**src/rtl/seven_seg_scanner.sv**
```systemverilog
// Time-multiplexed common-anode seven-segment driver with a shadowed display frame.
// Each digit slot opens with a dead window (all anodes off) before the digit is driven.
module seven_seg_scanner #(
   parameter int NUM_DIGITS   = 8,
   parameter int DIGIT_CYCLES = 1024,
   parameter int DEAD_CYCLES  = 16,
   parameter bit ACTIVE_LOW   = 1'b1
) (
   input  logic                    clk,
   input  logic                    rst_n,
   input  logic [4*NUM_DIGITS-1:0] i_value,
   input  logic [NUM_DIGITS-1:0]   i_dp,
   input  logic [NUM_DIGITS-1:0]   i_blank,
   input  logic                    i_load,
   output logic [NUM_DIGITS-1:0]   o_anode,
   output logic [6:0]              o_seg,
   output logic                    o_dp,
   output logic                    o_frame
);

   localparam int CW = (DIGIT_CYCLES > 1) ? $clog2(DIGIT_CYCLES) : 1;
   localparam int IW = (NUM_DIGITS > 1) ? $clog2(NUM_DIGITS) : 1;
   localparam logic [CW-1:0]         CNT_LAST = CW'(DIGIT_CYCLES - 1);
   localparam logic [CW-1:0]         CNT_DEAD = CW'(DEAD_CYCLES);
   localparam logic [IW-1:0]         IDX_LAST = IW'(NUM_DIGITS - 1);
   localparam logic [NUM_DIGITS-1:0] ANODE_POL = {NUM_DIGITS{ACTIVE_LOW}};
   localparam logic [6:0]            SEG_POL   = {7{ACTIVE_LOW}};

   typedef enum logic [0:0] {ST_BLANK = 1'b0, ST_DRIVE = 1'b1} state_t;

   // Active-high segment pattern, bit order gfedcba.
   function automatic logic [6:0] hex_decode(input logic [3:0] nib);
      logic [6:0] seg;
      case (nib)
         4'h0:    seg = 7'h3F;
         4'h1:    seg = 7'h06;
         4'h2:    seg = 7'h5B;
         4'h3:    seg = 7'h4F;
         4'h4:    seg = 7'h66;
         4'h5:    seg = 7'h6D;
         4'h6:    seg = 7'h7D;
         4'h7:    seg = 7'h07;
         4'h8:    seg = 7'h7F;
         4'h9:    seg = 7'h6F;
         4'hA:    seg = 7'h77;
         4'hB:    seg = 7'h7C;
         4'hC:    seg = 7'h39;
         4'hD:    seg = 7'h5E;
         4'hE:    seg = 7'h79;
         4'hF:    seg = 7'h71;
         default: seg = 7'h00;
      endcase
      return seg;
   endfunction

   state_t                  state_r, state_nxt_s;
   logic [CW-1:0]           cnt_r, cnt_nxt_s;
   logic [IW-1:0]           idx_r, idx_nxt_s;
   logic                    slot_end_s, frame_end_s;
   logic [4*NUM_DIGITS-1:0] shd_val_r, dsp_val_r, dsp_val_nxt_s;
   logic [NUM_DIGITS-1:0]   shd_dp_r, dsp_dp_r, dsp_dp_nxt_s;
   logic [NUM_DIGITS-1:0]   shd_blank_r, dsp_blank_r, dsp_blank_nxt_s;
   logic [NUM_DIGITS-1:0]   anode_hi_s, anode_nxt_s;
   logic [6:0]              seg_hi_s, seg_nxt_s;
   logic [3:0]              nib_s;
   logic                    dp_hi_s, dp_nxt_s, frame_nxt_s;

   // State, scan position, shadow and display registers.
   always_ff @(posedge clk or negedge rst_n) begin
      if (!rst_n) begin
         state_r     <= ST_BLANK;
         cnt_r       <= '0;
         idx_r       <= '0;
         shd_val_r   <= '0;
         shd_dp_r    <= '0;
         shd_blank_r <= '0;
         dsp_val_r   <= '0;
         dsp_dp_r    <= '0;
         dsp_blank_r <= '0;
      end else begin
         state_r     <= state_nxt_s;
         cnt_r       <= cnt_nxt_s;
         idx_r       <= idx_nxt_s;
         dsp_val_r   <= dsp_val_nxt_s;
         dsp_dp_r    <= dsp_dp_nxt_s;
         dsp_blank_r <= dsp_blank_nxt_s;
         if (i_load) begin
            shd_val_r   <= i_value;
            shd_dp_r    <= i_dp;
            shd_blank_r <= i_blank;
         end
      end
   end

   // Next scan position, FSM transition and frame-boundary display update.
   always_comb begin
      slot_end_s  = (cnt_r == CNT_LAST);
      frame_end_s = slot_end_s && (idx_r == IDX_LAST);
      if (slot_end_s) begin
         cnt_nxt_s = '0;
      end else begin
         cnt_nxt_s = cnt_r + CW'(1);
      end
      if (frame_end_s) begin
         idx_nxt_s = '0;
      end else if (slot_end_s) begin
         idx_nxt_s = idx_r + IW'(1);
      end else begin
         idx_nxt_s = idx_r;
      end
      case (state_r)
         ST_BLANK: state_nxt_s = (cnt_nxt_s == CNT_DEAD) ? ST_DRIVE : ST_BLANK;
         ST_DRIVE: state_nxt_s = slot_end_s ? ST_BLANK : ST_DRIVE;
         default:  state_nxt_s = ST_BLANK;
      endcase
      // A load coinciding with the boundary bypasses the shadow so it is not a frame late.
      if (frame_end_s && i_load) begin
         dsp_val_nxt_s   = i_value;
         dsp_dp_nxt_s    = i_dp;
         dsp_blank_nxt_s = i_blank;
      end else if (frame_end_s) begin
         dsp_val_nxt_s   = shd_val_r;
         dsp_dp_nxt_s    = shd_dp_r;
         dsp_blank_nxt_s = shd_blank_r;
      end else begin
         dsp_val_nxt_s   = dsp_val_r;
         dsp_dp_nxt_s    = dsp_dp_r;
         dsp_blank_nxt_s = dsp_blank_r;
      end
   end

   // Output values for the upcoming cycle, so the registered outputs track the count exactly.
   always_comb begin
      nib_s = dsp_val_nxt_s[{idx_nxt_s, 2'b00} +: 4];
      if (state_nxt_s == ST_DRIVE) begin
         anode_hi_s = dsp_blank_nxt_s[idx_nxt_s] ? '0 : (NUM_DIGITS'(1) << idx_nxt_s);
         seg_hi_s   = hex_decode(nib_s);
         dp_hi_s    = dsp_dp_nxt_s[idx_nxt_s];
      end else begin
         anode_hi_s = '0;
         seg_hi_s   = 7'h00;
         dp_hi_s    = 1'b0;
      end
      frame_nxt_s = (idx_nxt_s == IDX_LAST) && (cnt_nxt_s == CNT_LAST);
      anode_nxt_s = anode_hi_s ^ ANODE_POL;
      seg_nxt_s   = seg_hi_s ^ SEG_POL;
      dp_nxt_s    = dp_hi_s ^ ACTIVE_LOW;
   end

   // Registered board outputs; reset forces everything dark.
   always_ff @(posedge clk or negedge rst_n) begin
      if (!rst_n) begin
         o_anode <= ANODE_POL;
         o_seg   <= SEG_POL;
         o_dp    <= ACTIVE_LOW;
         o_frame <= 1'b0;
      end else begin
         o_anode <= anode_nxt_s;
         o_seg   <= seg_nxt_s;
         o_dp    <= dp_nxt_s;
         o_frame <= frame_nxt_s;
      end
   end

endmodule

```
**config.mk**
```make
export PLATFORM = sky130hd
export DESIGN_NAME = seven_seg_scanner
export DESIGN_NICKNAME = d
export VERILOG_FILES = /design/src/rtl/seven_seg_scanner.sv
export SDC_FILE = /design/constraint.sdc
export NUM_CORES = 1
export LEC_CHECK = 0
export ABC_AREA = 1
export BUFFER_PORTS_ARGS = -buffer_cell sky130_fd_sc_hd__buf_2
export CAP_MARGIN = 40
export CORE_MARGIN = 1
export CORE_UTILIZATION = 40
export DETAILED_ROUTE_END_ITERATION = 16
export HOLD_SLACK_MARGIN = 0.03
export PLACE_DENSITY = 0.55
export SETUP_SLACK_MARGIN = 0.15
export SLEW_MARGIN = 20
export SYNTH_ARGS = -nofsm -noshare
export SYNTH_HDL_FRONTEND = slang
export SYNTH_SLANG_ARGS = --single-unit
```
**constraint.sdc**
```tcl
create_clock -name clk -period 7.5 [get_ports clk]
set_clock_uncertainty 0.1 [all_clocks]
set_input_delay 0.75 -clock clk [delete_from_list [all_inputs] [get_ports clk]]
set_output_delay 0.75 -clock clk [all_outputs]
set_load 0.1 [all_outputs]
```
Word level (Yosys, flattened, before mapping)
Memory sizes are Yosys's and may differ from the RTL's.
Cells that the tools add are included.
Widths: inputs -> output; s select.
- div/mod/pow operators: 0
- shift-type cells: 2
- $mul: 0
- multiplexer cells: 20
- $lt $le $gt $ge: 1
- add/sub/neg operators: 2
- eq/ne operators: 5
- reductions and logical operators: 3
- bitwise logic cells: 4
- operators by type and width (cell ; number):
    $mux 32 ; 2
    $mux 8 ; 6
    $shiftx 32x6->4 ; 1
    $eq 10x10->1 const B ; 2
    $add 10x1->10 const B ; 1
    $eq 10x5->1 const B ; 1
    $mux 10 ; 1
    $not 8->8 ; 1
    $shl 1x3->8 const A ; 1
    $mux 7 ; 1
    $not 7->7 ; 1
    $bmux 1 s3 ; 2
    $eq 3x3->1 const B ; 2
    $mux 3 ; 2
    $mux 1 ; 5
    $lt 3x4->1 const B ; 1
    $add 3x1->3 const B ; 1
    $logic_and 1x1->1 ; 3
    $not 1->1 ; 2
    $pmux 1 s2 ; 1
- memories kept: 1
- bits in latches: 0
- memory bits (read-only): 112
- bits of input ports: 51
- register bits after elaboration: 127
- RAM bits: 0
- memory list (memory ; depth ; width ; read ports ; clocked after memory_dff ; write ports ; RTL line ; text):
    (no name shown) ; 16 ; 7 ; 1 ; 0 ; 0 ; 34 ; case (nib)

Depth between registers and ports, before layout
Gate-level depths: netlist of run 1.
- depth in word-level cells: 9
- mapped depth: 19
- mapped depth without buffers: 19

Worst setup path before layout of run 1
OpenSTA, ideal clock, no wires.
- kind: in2reg
- start point: input i_load
- end point: register o_seg[3]
- stages: 17
- setup slack: 4.905 ns
- setup time: 0.084 ns
- path buffers: 2
- arrival: 2.411 ns
- cells stage by stage: inv_1 clkbuf_1 buf_2 or2_2 o21ai_0 nand2_1 nand3_1 nand2_1 nand2_1 nand3_1 nand2_1 inv_1 ha_1 nand2_1 nand2_1 nand2_1 nand3_1
- word-level cells in the longest chain between the ends: 6
- RTL lines (what ; RTL line ; text):
    start, declared ; 14 ; input logic i_load,
    $logic_and 1x1->1 ; 117 ; if (frame_end_s && i_load) begin
    $mux 32 ; 117 ;
    $shiftx 32x6->4 ; 134 ; nib_s = dsp_val_nxt_s[{idx_nxt_s, 2'b00} +: 4];
    $mem_v2 16x7 ; n/a ;
    $mux 7 ; 135 ; if (state_nxt_s == ST_DRIVE) begin
    $not 7->7 (no line) ; n/a ;
    named net seg_nxt_s[3] ; 64 ; logic [6:0] seg_hi_s, seg_nxt_s;
    end signal, assigned ; 159 ; o_seg <= seg_nxt_s;
    end, declared ; 16 ; output logic [6:0] o_seg,
The timed path passes the listed nets, and every way through them passes these cells.
A chain may end at the register's enable or synchronous reset.

Worst setup path after layout of run 1
- start point: input i_load
- end point: register o_seg[3]
- word-level cells in the longest chain between the ends: 6
- RTL lines (what ; RTL line ; text):
    $logic_and 1x1->1 ; 117 ;
    $mux 32 ; 117 ;
    named net dsp_val_nxt_s[8] ; 60 ; logic [4*NUM_DIGITS-1:0] shd_val_r, dsp_val_r, dsp_val_nxt_s;
    $shiftx 32x6->4 ; 134 ;
    $mem_v2 16x7 ; n/a ;
    $mux 7 ; 135 ;
    $not 7->7 (no line) ; n/a ;
    named net seg_nxt_s[3] ; 64 ;
The timed path passes the listed nets, and every way through them passes these cells.

==> results of run 1 <==
-- registers in the layout (all words and copies together), names as in the netlist --
name / cells
state_r: 1
o_dp: 1
shd_dp_r: 8
dsp_dp_r: 8
dsp_blank_r: 8
shd_blank_r: 8
cnt_r: 10
dsp_val_r: 32
idx_r: 3
shd_val_r: 32
o_anode: 8
o_seg: 7
o_frame: 1
-- cell type report --
class / instances / share of cell area (%)
clock inverters: 5 / 0.697
flip-flops and latches: 127 / 44.5
well taps: 184 / 3.21
clock buffers: 27 / 7.42
multi-input cells: 458 / 33.0
inverters: 101 / 5.28
repair buffers: 73 / 5.89
-- metrics by stage --
step / cells / total power [mW]
global placement: 941 / 0.799
floorplan: 708 / 0.762
CTS: 973 / 1.61
detailed placement: 941 / 0.801
finish: 975 / 1.59
global route: 975 / 1.65
-- cell families after synthesis --
family	share of synthesized area [%]
AND/OR/NAND/NOR	30.3
buffers and inverters	8.65
AO/OA/AOI/OAI	6.04
adder cells (fa/ha/maj)	2.26
XOR/XNOR	0.288
flip-flops	52.5
-- worst reg2reg max path: cells and delay by family, from the launching register on --
kind / cells / cell delay, ps
adder cells (fa/ha/maj): 2 / 490
buffers and inverters: 2 / 490
AO/OA/AOI/OAI: 1 / 280
flip-flops: 1 / 370
AND/OR/NAND/NOR: 10 / 1530
-- path summary, 6_finish.rpt --
kind / startpoint / endpoint
min in group clk: shd_dp_r[5] / shd_dp_r[5]
hold reg to reg: shd_dp_r[5] / shd_dp_r[5]
hold / removal: rst_n / cnt_r[2]
max in group asynchronous: rst_n / o_anode[4]
setup reg to reg: cnt_r[0] / o_seg[3]
setup / recovery: i_load / o_seg[3]
-- Yosys cell counts, types with 6 or more instances --
library cell	instances	area (um2)
inv_1	94	353
buf_2	10	50.1
dfrtp_1	111	2780
nor3_1	6	30.0
buf_6	7	78.8
o21ai_0	45	225
or2_2	26	163
dfstp_2	16	420
nand2_1	215	807
nand4_1	13	81.3
inv_2	7	26.3
ha_1	11	138
o21ai_1	11	55.1
nor2_1	30	113
nand2_2	12	75.1
nand2_4	9	101
and2_1	9	56.3
nand3_1	38	190
-- per-layer routing --
layer	share of wire (%)	track usage, %	vias to the layer above
met2	45	31.0	100
li1	-	-	2345
met4	1.3	6.89	0
met3	4.3	4.71	17
met1	49	26.6	2184
met5	0	0	-
-- power breakdown --
group | switching, mW | internal (mW) | leakage [nW] | total (mW)
combinational | 0.0488 | 0.0270 | 2.21 | 0.0758
sequential | 0.00575 | 0.710 | 1.48 | 0.716
clock | 0.281 | 0.515 | 0.293 | 0.796
total | 0.335 | 1.25 | 3.99 | 1.59
==> results.json, run 1 <==
{
  "outcome": "finished, violations left",
  "violations": "design-rule violations",
  "grt_pass1_vias": 4720,
  "worst_pin_slew_ps": 665,
  "worst_hold_path_type": "in -> async",
  "cts-htree-levels": 4,
  "grt_max_degree": 68,
  "clockBufferDepth": 2,
  "synth_ff_type": "dfrtp_1",
  "synth_warnings": 0,
  "rsz0062_at_grt": "no",
  "fin_nets": 840,
  "numCtsBuffers": 17,
  "crit_path_end_kind": "flop",
  "diodes": 0,
  "cts.clk_slew.worst_paths_ps": 50,
  "drc": 1,
  "cp_slowest_cell": "buf_4",
  "tns_ps": 0,
  "overflow": 0,
  "seq_area_frac_synth_pct": 52.5,
  "netlist_area_um2": 6090,
  "crit_fanout": 49,
  "drt_iter0_drc": 248,
  "syn_inst": 708,
  "period_needed_ps": 3400,
  "period_share_pct": 45.3,
  "num_rows": 44,
  "vias": 4646,
  "fin_ws_ps": 4100,
  "path_depth": 16,
  "syn2layout_area_growth_pct": 17.9,
  "startpoint_type": "primary input",
  "cts_tree": "built",
  "cap_violations": 0,
  "synth_nets": 770,
  "final_common_cell": "nand2_1",
  "worst-setup-path-type": "in -> reg",
  "ant_nets": 0,
  "design.die.area_um2": 15700,
  "worst_ir_drop_vdd_mv": 0.161,
  "holdBufCountCts": 0,
  "wl_per_cell_um": 14.2,
  "relSlewSlack_pct": 55.5,
  "ctsResizeCount": 0,
  "fp.dieH_um": 125,
  "path_cells": "buf_2, buf_4, inv_1, buf_4, or2_2, o21ai_0, o21ai_0, nand2_1, nand3_1, nor2_1, nor2_1, ha_1, inv_1, nand3_1, nand3_1, nand3_1",
  "hold_viol": 0,
  "postCtsSetupRepairBufs": 0,
  "setup_viol": 0,
  "insertion_delay_ps": 410,
  "viasPerCell": 4.77,
  "worst_r2r_path_depth": 15,
  "avgSynthCellArea_um2": 8.60,
  "ys_types": 38,
  "crit_family": "buffers and inverters",
  "fillers": 1444,
  "regToRegSetupSlack_ps": 4180,
  "leakage_nw": 3.99,
  "dp_hpwl_um": 9480,
  "layout_common_cells": "nand2_1, dfrtp_1, inv_1, buf_2, o21ai_0",
  "power_density_nw_per_um2": 221,
  "multiInputGateArea_um2": 2370,
  "worst_path_most_repeated_cell": "nand3_1",
  "synth_edf_count": 0,
  "die_w_um": 125,
  "crit_required_ps": 7740,
  "coreArea_um2": 14700,
  "drtPass1Iterations": 14,
  "cpPeakStageDelay_ps": 420,
  "fin_area_um2": 7180,
  "track_usage_pct": 19.7,
  "finalMaxSlewViolations": 0,
  "fmax_mhz": 294,
  "root_buffer": "clkbuf_16",
  "antenna_found_initial": 0,
  "utilization_pct": 48.8,
  "dp_slack_ps": 3690,
  "clkSinkCount": 127,
  "placed_cell_area_um2": 6540,
  "ff_latch_area_um2": 3200,
  "async_reset_ff_share_pct": 100,
  "wl_um": 13900,
  "cp_num_buf_inv": 5,
  "initial_core_util_pct": 41.4,
  "gp_congestion": 0.834,
  "synth-seq-cells": 127,
  "port-buffer-count": 67,
  "grt_pass1_wl_um": 24000,
  "cp.arrival_ps": 3640,
  "pin_count": 68,
  "hold_slack_ps": 91.0,
  "drive_above_1_share_pct": 23.9
}
Note: power is estimated with default switching activity, not from simulation.
==> run 2, diff against run 1 <==
--- a/config.mk
+++ b/config.mk
@@ -12,7 +12,7 @@
 export CORE_UTILIZATION = 40
 export DETAILED_ROUTE_END_ITERATION = 16
 export HOLD_SLACK_MARGIN = 0.03
-export PLACE_DENSITY = 0.55
+export PLACE_DENSITY = 0.57
 export SETUP_SLACK_MARGIN = 0.15
 export SLEW_MARGIN = 20
 export SYNTH_ARGS = -nofsm -noshare
==> constraint.sdc (replaced) <==
create_clock -name clk -period 3.01 [get_ports clk]
set_clock_uncertainty 0.1 [all_clocks]
set_input_delay 0.301 -clock clk [delete_from_list [all_inputs] [get_ports clk]]
set_output_delay 0.301 -clock clk [all_outputs]
set_load 0.1 [all_outputs]
==> results.json, run 2 (synthesis results as in run 1) <==
{
  "outcome": "finished, violations left",
  "hold_viol": 0,
  "overflow": 0,
  "power_density_nw_per_um2": 550,
  "path_cells": "ha_1, ha_2, inv_2, nand2_1, nand4_1, nand2_4, nand2_4, inv_2, nand2_1, nand3_1, nor2_1, nor2_2, ha_1, inv_1, nand3_1, nand3_1, nand3_1",
  "wl_per_cell_um": 13.8,
  "finalMaxSlewViolations": 0,
  "regToRegSetupSlack_ps": 340,
  "die_w_um": 125,
  "viasPerCell": 4.73,
  "fin_ws_ps": 339,
  "diodes": 0,
  "period_share_pct": 88.7,
  "worst-setup-path-type": "reg -> reg",
  "dp_hpwl_um": 9620,
  "rsz0062_at_grt": "no",
  "r2r-end": "o_seg[0]",
  "grt_pass1_wl_um": 23200,
  "syn2layout_area_growth_pct": 26.2,
  "fin_cells": 1022,
  "drt_iter0_drc": 211,
  "cp_slowest_cell": "dfrtp_1",
  "startpoint_type": "flop",
  "cts_tree": "built",
  "use_met3_pct": 4.49,
  "leakage_nw": 4.22,
  "insertion_delay_ps": 420,
  "track_usage_pct": 19.2,
  "port-buffer-count": 67,
  "cp-endpoint": "o_seg[0]",
  "cp_num_buf_inv": 3,
  "violations": "design-rule violations",
  "pin_count": 68,
  "final_common_cell": "nand2_1",
  "crit_fanout": 6,
  "period_needed_ps": 2670,
  "worst_path_most_repeated_cell": "nand3_1",
  "crit_path_end_kind": "flop",
  "worst_hold_path_type": "in -> reg",
  "root_buffer": "clkbuf_16",
  "fmax_mhz": 374,
  "layout_common_cells": "nand2_1, dfrtp_1, inv_1, buf_2, o21ai_0",
  "vias": 4833,
  "initial_core_util_pct": 41.4,
  "top_regs": "dsp_val_r (32), shd_val_r (32), cnt_r (10)",
  "grt_util_met2_pct": 30.4,
  "clockBufferDepth": 2,
  "crit_family": "simple AND/OR/NAND/NOR gates",
  "power_mw": 4.23,
  "worst_r2r_path_depth": 17,
  "grt_pass1_vias": 4678,
  "relSlewSlack_pct": 53.3,
  "gp_congestion": 0.856,
  "drtPass1Iterations": 11,
  "gr-usage-met1_pct": 25.0,
  "setup_viol": 0,
  "fp.dieH_um": 125,
  "fin_nets": 887,
  "placed_cells": 954,
  "busiest_layer": "met2",
  "hold_slack_ps": 37.6,
  "design.die.area_um2": 15700,
  "drc": 4,
  "dp_slack_ps": 184,
  "worst_ir_drop_vdd_mv": 0.376,
  "worst_pin_slew_ps": 700,
  "numCtsBuffers": 17,
  "path_depth": 17,
  "cts-htree-levels": 4,
  "antenna_found_initial": 0,
  "clkSinkCount": 127,
  "coreArea_um2": 14700,
  "cp.arrival_ps": 2930,
  "ant_nets": 0,
  "drive_above_1_share_pct": 27.8,
  "wl_um": 14100,
  "num_rows": 44,
  "crit_start": "idx_r[0]",
  "cpPeakStageDelay_ps": 410,
  "cap_violations": 0,
  "crit_required_ps": 3260,
  "grt_max_degree": 50,
  "rr_startpoint": "idx_r[0]",
  "tns_ps": 0,
  "cts.clk_slew.worst_paths_ps": 60
}
run 2: cell count changes in the layout (fill, tap and decap cells not counted), moves of 3 or more:
cell	previous run	this run
o21ai_1	11	14
clkbuf_8	7	0
buf_4	5	31
o21ai_0	45	39
nor2_2	2	5
dlygate4sd3_1	0	18
o21ai_2	1	4
nand2_2	12	15
bufinv_16	1	5
nor2_1	30	27
buf_12	0	4
clkbuf_1	3	0
nand2_1	215	212
run 2: timing repair:
item                                   CTS  global route
hold buffers                            18             0
endpoints found under the hold margin   62             0
setup endpoints to repair                0             7
setup buffers                            0            17
gates resized for setup                  0            19
run 2: how the worst min path moves through the flow:
| stage | startpoint | to | slack (ps) | cells past startpoint |
|---|---|---|---|---|
| floorplan | rst_n | cnt_r[0] | -90 | 0 |
| global placement | rst_n | cnt_r[9] | 280 | 1 |
| detailed placement | rst_n | shd_blank_r[7] | 290 | 1 |
| CTS | i_dp[3] | shd_dp_r[3] | 30 | 3 |
| global route | i_value[1] | shd_val_r[1] | 50 | 3 |
| finish | i_value[1] | shd_val_r[1] | 40 | 3 |
run 2: report_power, final:
group          internal, mW  switching (mW)
Combinational        0.0811           0.128
Sequential             1.77          0.0144
Clock                  1.46           0.775
Total                  3.31           0.918
run 2: tightest hold or removal path: stages:
cell     delay (ps)
buf_2            80
nand2_1          40
nand2_1         100
run 2: through the flow:
stage | cell area, um2 | util [%]
floorplan | 6090 | -
global placement | 6680 | 45.4
detailed placement | 6680 | 45.4
CTS | 7500 | 51.0
global route | 7690 | 52.3
finish | 7690 | 52.3
run 2: metal layers:
layer | vias up | wire, um
li1 | 2438 | -
met1 | 2262 | 6540
met2 | 110 | 6690
met3 | 23 | 547
met4 | 0 | 296
met5 | - | 0
run 2: area by class of cell:
class | count | area, um2
Timing Repair Buffer | 119 | 823
Sequential cell | 127 | 3200
Fill cell | 1364 | 7010
Inverter | 101 | 379
Tap cell | 184 | 230
Multi-Input combinational cell | 459 | 2420
Clock buffer | 17 | 425
Clock inverter | 15 | 216
